<file path="config.mk">
export PLATFORM = sky130hd
export DESIGN_NAME = isram_port_ctrl
export DESIGN_NICKNAME = d
export VERILOG_FILES = /design/src/rtl/isram_port_ctrl.sv
export SDC_FILE = /design/constraint.sdc
export NUM_CORES = 2
export LEC_CHECK = 0
export CAP_MARGIN = 20
export CORE_AREA = 5 5 632 634
export DETAILED_ROUTE_END_ITERATION = 10
export DIE_AREA = 0 0 637 639
export MAX_ROUTING_LAYER = met4
export PLACE_DENSITY = 0.37
export SKIP_LAST_GASP = 1
export SLEW_MARGIN = 20
export SYNTH_ARGS = -nofsm -noshare
export SYNTH_HDL_FRONTEND = slang
export SYNTH_SLANG_ARGS = --single-unit
</file>
<file path="constraint.sdc">
create_clock -name clock -period 6.1 [get_ports clock]
set_clock_uncertainty 0.15 [all_clocks]
set_input_delay 1.525 -clock clock [delete_from_list [all_inputs] [get_ports clock]]
set_output_delay 1.525 -clock clock [all_outputs]
set_load 0.05 [all_outputs]
</file>
<file path="src/rtl/isram_port_ctrl.sv">
// rtl/isram_port_ctrl.sv - instruction SRAM port sequencer: round-robin dual reads, loader RUN/DRAIN/LOAD modes
module isram_port_ctrl #(
  parameter int ADDR_W = 8,
  parameter int DATA_W = 192,
  parameter int NREQ   = 4
) (
  input  logic                   clock,
  input  logic                   reset_n,
  input  logic [NREQ-1:0]        req_valid,
  input  logic [NREQ*ADDR_W-1:0] req_addr,
  output logic [NREQ-1:0]        req_ready,
  output logic [NREQ-1:0]        rsp_valid,
  output logic [NREQ*DATA_W-1:0] rsp_data,
  input  logic                   load_en,
  output logic                   load_busy,
  input  logic                   wr_valid,
  input  logic [ADDR_W-1:0]      wr_addr,
  input  logic [DATA_W-1:0]      wr_data,
  output logic                   wr_ready,
  output logic                   sram_we,
  output logic [ADDR_W-1:0]      sram_waddr,
  output logic [DATA_W-1:0]      sram_wdata,
  output logic [ADDR_W-1:0]      sram_raddr1,
  output logic [ADDR_W-1:0]      sram_raddr2,
  input  logic [DATA_W-1:0]      sram_rdata1,
  input  logic [DATA_W-1:0]      sram_rdata2
);

  localparam int IDW = $clog2(NREQ);

  typedef enum logic [1:0] {
    ST_RUN   = 2'd0,
    ST_DRAIN = 2'd1,
    ST_LOAD  = 2'd2
  } state_e;

  state_e                 state_q, state_d;
  logic                   hold_q, hold_d;
  logic [IDW-1:0]         rr_ptr_q, rr_ptr_d;
  logic                   tag1_vld_q, tag1_vld_d;
  logic                   tag2_vld_q, tag2_vld_d;
  logic [IDW-1:0]         tag1_id_q, tag1_id_d;
  logic [IDW-1:0]         tag2_id_q, tag2_id_d;
  logic [ADDR_W-1:0]      raddr1_q, raddr1_d;
  logic [ADDR_W-1:0]      raddr2_q, raddr2_d;
  logic [NREQ-1:0]        rsp_valid_q, rsp_valid_d;
  logic [NREQ*DATA_W-1:0] rsp_data_q, rsp_data_d;
  logic                   we_q, we_d;
  logic [ADDR_W-1:0]      waddr_q, waddr_d;
  logic [DATA_W-1:0]      wdata_q, wdata_d;
  logic [NREQ-1:0]        grant;
  logic                   pipe_empty;

  // Both read stages idle: no tagged address in flight and no response being presented
  assign pipe_empty = !tag1_vld_q && !tag2_vld_q && (rsp_valid_q == '0);

  // Mode sequencing; hold_d blocks reads for one cycle after LOAD so the last write lands first
  always_comb begin
    state_d = state_q;
    hold_d  = 1'b0;
    case (state_q)
      ST_RUN: begin
        if (load_en) state_d = ST_DRAIN;
      end
      ST_DRAIN: begin
        if (!load_en) state_d = ST_RUN;
        else if (pipe_empty) state_d = ST_LOAD;
      end
      ST_LOAD: begin
        if (!load_en) begin
          state_d = ST_RUN;
          hold_d  = 1'b1;
        end
      end
      default: state_d = ST_RUN;
    endcase
  end

  // Round-robin scan from rr_ptr: first valid requester to port 1, second to port 2
  always_comb begin
    int idx;
    int n;
    idx        = 0;
    n          = 0;
    grant      = '0;
    rr_ptr_d   = rr_ptr_q;
    tag1_vld_d = 1'b0;
    tag2_vld_d = 1'b0;
    tag1_id_d  = tag1_id_q;
    tag2_id_d  = tag2_id_q;
    raddr1_d   = raddr1_q;
    raddr2_d   = raddr2_q;
    if (state_q == ST_RUN && !load_en && !hold_q) begin
      for (int k = 0; k < NREQ; k++) begin
        idx = int'(rr_ptr_q) + k;
        if (idx >= NREQ) idx = idx - NREQ;
        if (req_valid[idx] && n < 2) begin
          grant[idx] = 1'b1;
          if (n == 0) begin
            tag1_vld_d = 1'b1;
            tag1_id_d  = IDW'(idx);
            raddr1_d   = req_addr[idx*ADDR_W +: ADDR_W];
          end else begin
            tag2_vld_d = 1'b1;
            tag2_id_d  = IDW'(idx);
            raddr2_d   = req_addr[idx*ADDR_W +: ADDR_W];
          end
          rr_ptr_d = (idx == NREQ - 1) ? '0 : IDW'(idx + 1);
          n = n + 1;
        end
      end
    end
  end

  // Second stage: capture async SRAM data into the tagged requester's slice and flag it
  always_comb begin
    rsp_valid_d = '0;
    rsp_data_d  = rsp_data_q;
    if (tag1_vld_q) begin
      rsp_valid_d[tag1_id_q] = 1'b1;
      rsp_data_d[int'(tag1_id_q)*DATA_W +: DATA_W] = sram_rdata1;
    end
    if (tag2_vld_q) begin
      rsp_valid_d[tag2_id_q] = 1'b1;
      rsp_data_d[int'(tag2_id_q)*DATA_W +: DATA_W] = sram_rdata2;
    end
  end

  // Loader write path: register a write only while the loader owns the SRAM
  always_comb begin
    we_d    = 1'b0;
    waddr_d = waddr_q;
    wdata_d = wdata_q;
    if (state_q == ST_LOAD && wr_valid) begin
      we_d    = 1'b1;
      waddr_d = wr_addr;
      wdata_d = wr_data;
    end
  end

  // State and pipeline registers
  always_ff @(posedge clock or negedge reset_n) begin
    if (!reset_n) begin
      state_q     <= ST_RUN;
      hold_q      <= 1'b0;
      rr_ptr_q    <= '0;
      tag1_vld_q  <= 1'b0;
      tag2_vld_q  <= 1'b0;
      tag1_id_q   <= '0;
      tag2_id_q   <= '0;
      raddr1_q    <= '0;
      raddr2_q    <= '0;
      rsp_valid_q <= '0;
      rsp_data_q  <= '0;
      we_q        <= 1'b0;
      waddr_q     <= '0;
      wdata_q     <= '0;
    end else begin
      state_q     <= state_d;
      hold_q      <= hold_d;
      rr_ptr_q    <= rr_ptr_d;
      tag1_vld_q  <= tag1_vld_d;
      tag2_vld_q  <= tag2_vld_d;
      tag1_id_q   <= tag1_id_d;
      tag2_id_q   <= tag2_id_d;
      raddr1_q    <= raddr1_d;
      raddr2_q    <= raddr2_d;
      rsp_valid_q <= rsp_valid_d;
      rsp_data_q  <= rsp_data_d;
      we_q        <= we_d;
      waddr_q     <= waddr_d;
      wdata_q     <= wdata_d;
    end
  end

  // Grants are combinational; forced low while reset is asserted so every output reads 0
  assign req_ready   = grant & {NREQ{reset_n}};
  assign rsp_valid   = rsp_valid_q;
  assign rsp_data    = rsp_data_q;
  assign load_busy   = (state_q != ST_RUN);
  assign wr_ready    = (state_q == ST_LOAD);
  assign sram_we     = we_q;
  assign sram_waddr  = waddr_q;
  assign sram_wdata  = wdata_q;
  assign sram_raddr1 = raddr1_q;
  assign sram_raddr2 = raddr2_q;

endmodule
</file>
# After elaboration in Yosys (flattened, before gate mapping)
# Index checks and enable logic that the tools add are counted.
# W data, S select, Z words.
dict set report totals {
  inputBits 624
  elab_cells 208
  out_inout_bits 995
  ff_bits 1000
}
dict set report op_classes {
  multipliers 2
  eq_ne 9
  n_bitwise 5
  n_shift 8
  n_reduce_logical 27
  magnitude_cmp 19
  add_sub_neg 15
  mux 109
}
# op count
set op_table {}
lappend op_table {{$bwmux W768} 2}
lappend op_table {{$mux W768} 2}
lappend op_table {{$shift A192 B33 Y768 const A} 2}
lappend op_table {{$shiftx A192 B33 Y768} 2}
lappend op_table {{$mux W32} 13}
lappend op_table {{$eq A32 B3 Y1 const B} 4}
lappend op_table {{$ge A32 B1 Y1 const B} 4}
lappend op_table {{$lt A32 B4 Y1 const B} 4}
lappend op_table {{$shiftx A32 B32 Y8} 4}
lappend op_table {{$mux W8} 13}
lappend op_table {{$logic_not A32 Y1} 3}
lappend op_table {{$lt A32 B3 Y1 const B} 3}
lappend op_table {{$neg A10 Y33} 2}
lappend op_table {{$add A32 B2 Y32 const B} 2}
lappend op_table {{$mux W2} 25}
lappend op_table {{$mux W4} 10}
lappend op_table {{$mux W1} 33}
lappend op_table {{$or A4 B4 Y4} 4}
lappend op_table {{$logic_and A1 B1 Y1} 14}
lappend op_table {{$demux W1 S2} 6}
lappend op_table {{$sub A3 B3 Y4 const B} 3}
lappend op_table {{$ge A3 B3 Y1 const B} 3}
lappend op_table {{$add A2 B2 Y2 const B} 4}
lappend op_table {{$bmux W1 S2} 4}
lappend op_table {{20 further kinds} 28}

# Logic depth before layout (Yosys ltp)
dict set report depth {
  word_depth 22
  mapped_depth 20
  depth_no_buf 13
}

# Least setup slack after synthesis
# OpenSTA, ideal clock, no wires.
dict set report synth_timing {
  path_type {input -> output}
  start {input port req_valid[2]}
  end {output port req_ready[0]}
  setup_slack_ns -0.049
  t_arrival_ns 4.474
  t_required_ns 4.425
  stages 13
  cell_sequence {mux4_2 -> buf_2 -> buf_2 -> ha_1 -> inv_1 -> and2_1 -> clkbuf_1 -> inv_1 -> fa_1 -> nor2b_1 -> o2bb2ai_2 -> a222oi_1 -> a21oi_1}
}
dict set report synth_between {
  elab_chain_cells 18
  elab_cells_between_ends 38
  cone_classes {add/sub (2); order compare (3); mux (26); bitwise (4); reduce/logical (3)}
}
# item line
set synth_lines {}
lappend synth_lines {{start, declared} 9} ;# input logic [NREQ-1:0] req_valid,
lappend synth_lines {{$bmux W1 S2} 97} ;# if (req_valid[idx] && n < 2) begin
lappend synth_lines {{$mux W1 (not written as such) (2 in a row)} 97}
lappend synth_lines {{$mux W1} 97}
lappend synth_lines {{$mux W32} 93} ;# if (state_q == ST_RUN && !load_en && !hold_q) begin
lappend synth_lines {{$lt A32 B3 Y1} 97}
lappend synth_lines {{$logic_and A1 B1 Y1} 97}
lappend synth_lines {{$mux W32} 97}
lappend synth_lines {{$mux W32} 93}
lappend synth_lines {{$lt A32 B3 Y1} 97}
lappend synth_lines {{$logic_and A1 B1 Y1} 97}
lappend synth_lines {{$mux W32} 97}
lappend synth_lines {{$mux W32} 93}
lappend synth_lines {{$lt A32 B3 Y1} 97}
lappend synth_lines {{$logic_and A1 B1 Y1} 97}
lappend synth_lines {{$mux W4 (*)} 97}
lappend synth_lines {{$mux W4 (*)} 93}
lappend synth_lines {{$and A4 B4 Y4 (*)} 177} ;# assign req_ready = grant & {NREQ{reset_n}};
lappend synth_lines {{end, declared} 11} ;# output logic [NREQ-1:0] req_ready,
# Mark *: on every way between the ends. The rest lies on a longest branch, timed or not. The select of a mux whose other input is x is not followed.

# Worst setup path after layout
dict set report layout_timing {
  start {input port req_valid[2]}
  end {output port req_ready[3]}
}
# Same word-level chain as after synthesis.

==> results.json <==
{
  "status": "finished clean",
  "crit-reg2reg-launch": "tag1_id_q[0]$_DFFE_PN0P_",
  "pin_count_of_the_biggest_net_entering_global_routing": 125,
  "die_w_um": 637,
  "fmax_ghz": 0.167,
  "clock-root-buffer": "sky130_fd_sc_hd__clkbuf_16",
  "most-common-layout-cells": "1533 x sky130_fd_sc_hd__clkdlybuf4s50_1, 997 x sky130_fd_sc_hd__dfrtp_1, 667 x sky130_fd_sc_hd__a22oi_1",
  "die_area_sq_mm": 0.407,
  "routabilityCongestion": 0.947,
  "final_util_pct": 20.6,
  "worst_pin_slew_ps": 1330,
  "cts_inserted_buffers": 146,
  "finish.net_count": 7288,
  "capture_point_of_the_worst_reg_to_reg_path": "rsp_data[553]$_DFF_PN0_",
  "start_util_pct": 13.7,
  "max_cap_viol_count": 0,
  "critPathLaunchType": "input port",
  "filler_cell_count": 43000,
  "synth-edff-count": 0,
  "holdPathStages": 2,
  "place.port_buffers": 1618,
  "min_period_over_period_pct": 98.4,
  "final_cells": 12000,
  "syn-instance-count": 5328,
  "clk_transition_reported_paths_ps": 60,
  "drt_wl_total_mm": 493,
  "power.leakage_uw": 0.0317,
  "drive_above_1_share_pct": 13.3,
  "holdPathEnd": "rsp_data[481]$_DFF_PN0_",
  "htree_levels": 4,
  "ys.flop_type": "sky130_fd_sc_hd__dfrtp_1",
  "grt_antenna_before_repair": 125,
  "drt-initial-drc-count": 7232,
  "core_region_area_sq_mm": 0.394,
  "cts_tree": "built",
  "wl_per_cell_um": 40.9,
  "max-slew-margin-rel_pct": 11.6,
  "std_cell_rows": 231,
  "final_max_slew_viol_count": 0,
  "synth-seq-cells": 1000,
  "hp-class": "reg -> reg",
  "total_power_uw": 60400,
  "final_number_of_setup_violating_endpoints": 0,
  "crit_required_ps": 4430,
  "rrSetupSlack_ps": 1380,
  "timing.hold.worst.start": "rsp_data[481]$_DFF_PN0_",
  "place.detailed.instances": 11700,
  "minimum_period_implied_by_the_final_worst_setup_slack_ps": 6000,
  "drt_pre_antenna_iters": 7,
  "dp_hpwl_mm": 357,
  "timing_hold_violations_final": 0,
  "vias": 59900,
  "synthesis.area_sq_mm": 0.0540,
  "end_kind": "primary output",
  "maximum_vdd_drop_v": 0.000673,
  "yosysUniqueCellTypes": 68,
  "worstRegToRegCells": 9,
  "ant_nets": 0,
  "numClockSinks": 1000,
  "arrival_ps": 4330,
  "crit_type": "in -> out",
  "post_drt_via_cell_ratio": 4.97,
  "grt_overall_usage_pct": 23.6,
  "num_io_pins": 1619,
  "grt_first_pass_wirelength_mm": 631,
  "worstPathMaxFanout": 5,
  "drc_errors": 0,
  "grt_pass1_vias": 59000,
  "fin_setup_tns_ps": 0,
  "cts_buffer_depth": 4,
  "synthesis.area_per_instance_sq_um": 10.1,
  "yosysSeqAreaShare_pct": 46.4,
  "power_density_mw_per_mm2": 744,
  "worstSkewPairLatency_ps": 790,
  "synth-async-reset-ratio_pct": 100,
  "grt_overflow": 0,
  "die_height_um": 639,
  "synthesis.nets": 5976,
  "layout_commonest_cell": "sky130_fd_sc_hd__clkdlybuf4s50_1",
  "syn_to_final_growth_pct": 50.5,
  "yosys_warnings": 0
}
logic make-up (layout without fill, tap and decap cells):
logic type	after synthesis	after routing	share of synthesized area (%)
AOI/OAI and AO/OA	2316	2316	30.6
xor gates and xnor gates	8	8	0.144
adders and majority gates	24	24	0.570
buffers and inverters	626	2043	4.62
DFF	1000	1000	46.4
muxes	524	524	10.9
other	0	57	0
and+or+nand+nor	830	830	6.74
what timing repair did:
action,CTS,global route
hold buffers,0,0
cloned,0,0
setup buffers,1,1
endpoints found under the hold margin,0,0
gates resized for setup,6,3
pin swaps,3,4
endpoints found under the setup margin,4,2
stage by stage:
stage / hold slack (ps) / setup WS [ps] / cell area [sq um]
finish: 341 / 97.7 / 81200
CTS: 340 / 96.6 / 81000
detailed placement: 323 / -143 / 76200
global route: 353 / -10.5 / 81200
global placement: 325 / -326 / 76200
floorplan: 304 / 9.68 / 54000
worst max-delay path by stage:
stage	from	endpoint	slack (ps)	cells past startpoint
floorplan	req_valid[2]	req_ready[1]	10	13
global placement	req_valid[2]	req_ready[0]	-330	12
detailed placement	req_valid[2]	req_ready[3]	-140	14
CTS	req_valid[2]	req_ready[0]	100	12
global route	req_valid[2]	req_ready[3]	-10	12
finish	req_valid[2]	req_ready[3]	100	12
Yosys cell counts, types with 5 or more instances:
cell type / count / area [sq um]
sky130_fd_sc_hd__a211oi_1: 8 / 60.1
sky130_fd_sc_hd__a21boi_0: 63 / 473
sky130_fd_sc_hd__a21o_1: 21 / 158
sky130_fd_sc_hd__a21oi_1: 229 / 1150
sky130_fd_sc_hd__a221o_1: 65 / 651
sky130_fd_sc_hd__a221oi_1: 172 / 1510
sky130_fd_sc_hd__a222oi_1: 5 / 50.1
sky130_fd_sc_hd__a22o_1: 126 / 1100
sky130_fd_sc_hd__a22oi_1: 667 / 5010
sky130_fd_sc_hd__a2bb2oi_1: 65 / 569
sky130_fd_sc_hd__a31oi_1: 5 / 31.3
sky130_fd_sc_hd__and2_1: 11 / 68.8
sky130_fd_sc_hd__buf_1: 44 / 165
sky130_fd_sc_hd__buf_2: 82 / 410
sky130_fd_sc_hd__clkbuf_1: 480 / 1800
sky130_fd_sc_hd__dfrtp_1: 1000 / 25000
sky130_fd_sc_hd__ha_1: 23 / 288
sky130_fd_sc_hd__inv_1: 11 / 41.3
sky130_fd_sc_hd__mux2_2: 217 / 2440
sky130_fd_sc_hd__mux2_4: 10 / 150
sky130_fd_sc_hd__mux2i_1: 270 / 2700
sky130_fd_sc_hd__mux4_2: 26 / 586
sky130_fd_sc_hd__nand2_1: 296 / 1110
sky130_fd_sc_hd__nand2b_1: 8 / 50.1
sky130_fd_sc_hd__nand3_1: 16 / 80.1
sky130_fd_sc_hd__nor2_1: 338 / 1270
sky130_fd_sc_hd__nor2b_1: 14 / 87.6
sky130_fd_sc_hd__nor3_1: 5 / 25.0
sky130_fd_sc_hd__nor3b_1: 9 / 67.6
sky130_fd_sc_hd__o211ai_1: 10 / 75.1
sky130_fd_sc_hd__o21ai_0: 182 / 911
sky130_fd_sc_hd__o221ai_1: 131 / 1150
sky130_fd_sc_hd__o22ai_1: 512 / 3200
sky130_fd_sc_hd__o31ai_1: 43 / 323
sky130_fd_sc_hd__or2_2: 108 / 676
state kept, by name, summed over array words and instances, names as in the netlist, 2 cells and up:
signal and cells:
rr_ptr_q 2, rsp_data 768, rsp_valid 4, sram_raddr1 8
sram_raddr2 8, sram_waddr 8, sram_wdata 192, state_q 2
tag1_id_q 2, tag2_id_q 2
metal layers:
layer | global-route usage [%] | wire, um | part of all wire, %
met3 | 9.21 | 53500 | 11
met2 | 38.0 | 232000 | 47
met1 | 25.3 | 177000 | 36
met5 | - | 0 | 0
met4 | 11.8 | 30300 | 6.1
layout make-up:
cell class / count / area (sq um) / area share, %
Antenna cell: 57 / 143 / 0.176
Clock buffer: 210 / 4280 / 5.27
Clock inverter: 43 / 507 / 0.624
Inverter: 13 / 56.3 / 0.0693
Multi-Input combinational cell: 3702 / 26800 / 33.0
Sequential cell: 1000 / 25000 / 30.8
Tap cell: 5242 / 6560 / 8.08
Timing Repair Buffer: 1777 / 17800 / 21.9
critical path, cell delays in order:
cell	delay (ps)
sky130_fd_sc_hd__dlygate4sd2_1	280
sky130_fd_sc_hd__mux4_2	530
sky130_fd_sc_hd__ha_2	220
sky130_fd_sc_hd__inv_1	100
sky130_fd_sc_hd__and2_4	150
sky130_fd_sc_hd__inv_1	60
sky130_fd_sc_hd__fa_1	440
sky130_fd_sc_hd__nor2b_2	180
sky130_fd_sc_hd__o2bb2ai_2	190
sky130_fd_sc_hd__a222oi_1	330
sky130_fd_sc_hd__a21oi_2	140
sky130_fd_sc_hd__buf_6	170
where the power goes:
group / internal [uW] / switching, uW
combinational: 11400 / 28700
clock: 5180 / 3770
sequential: 9300 / 2120
total: 25900 / 34500
No activity file was read; power rests on OpenSTA's default activity.
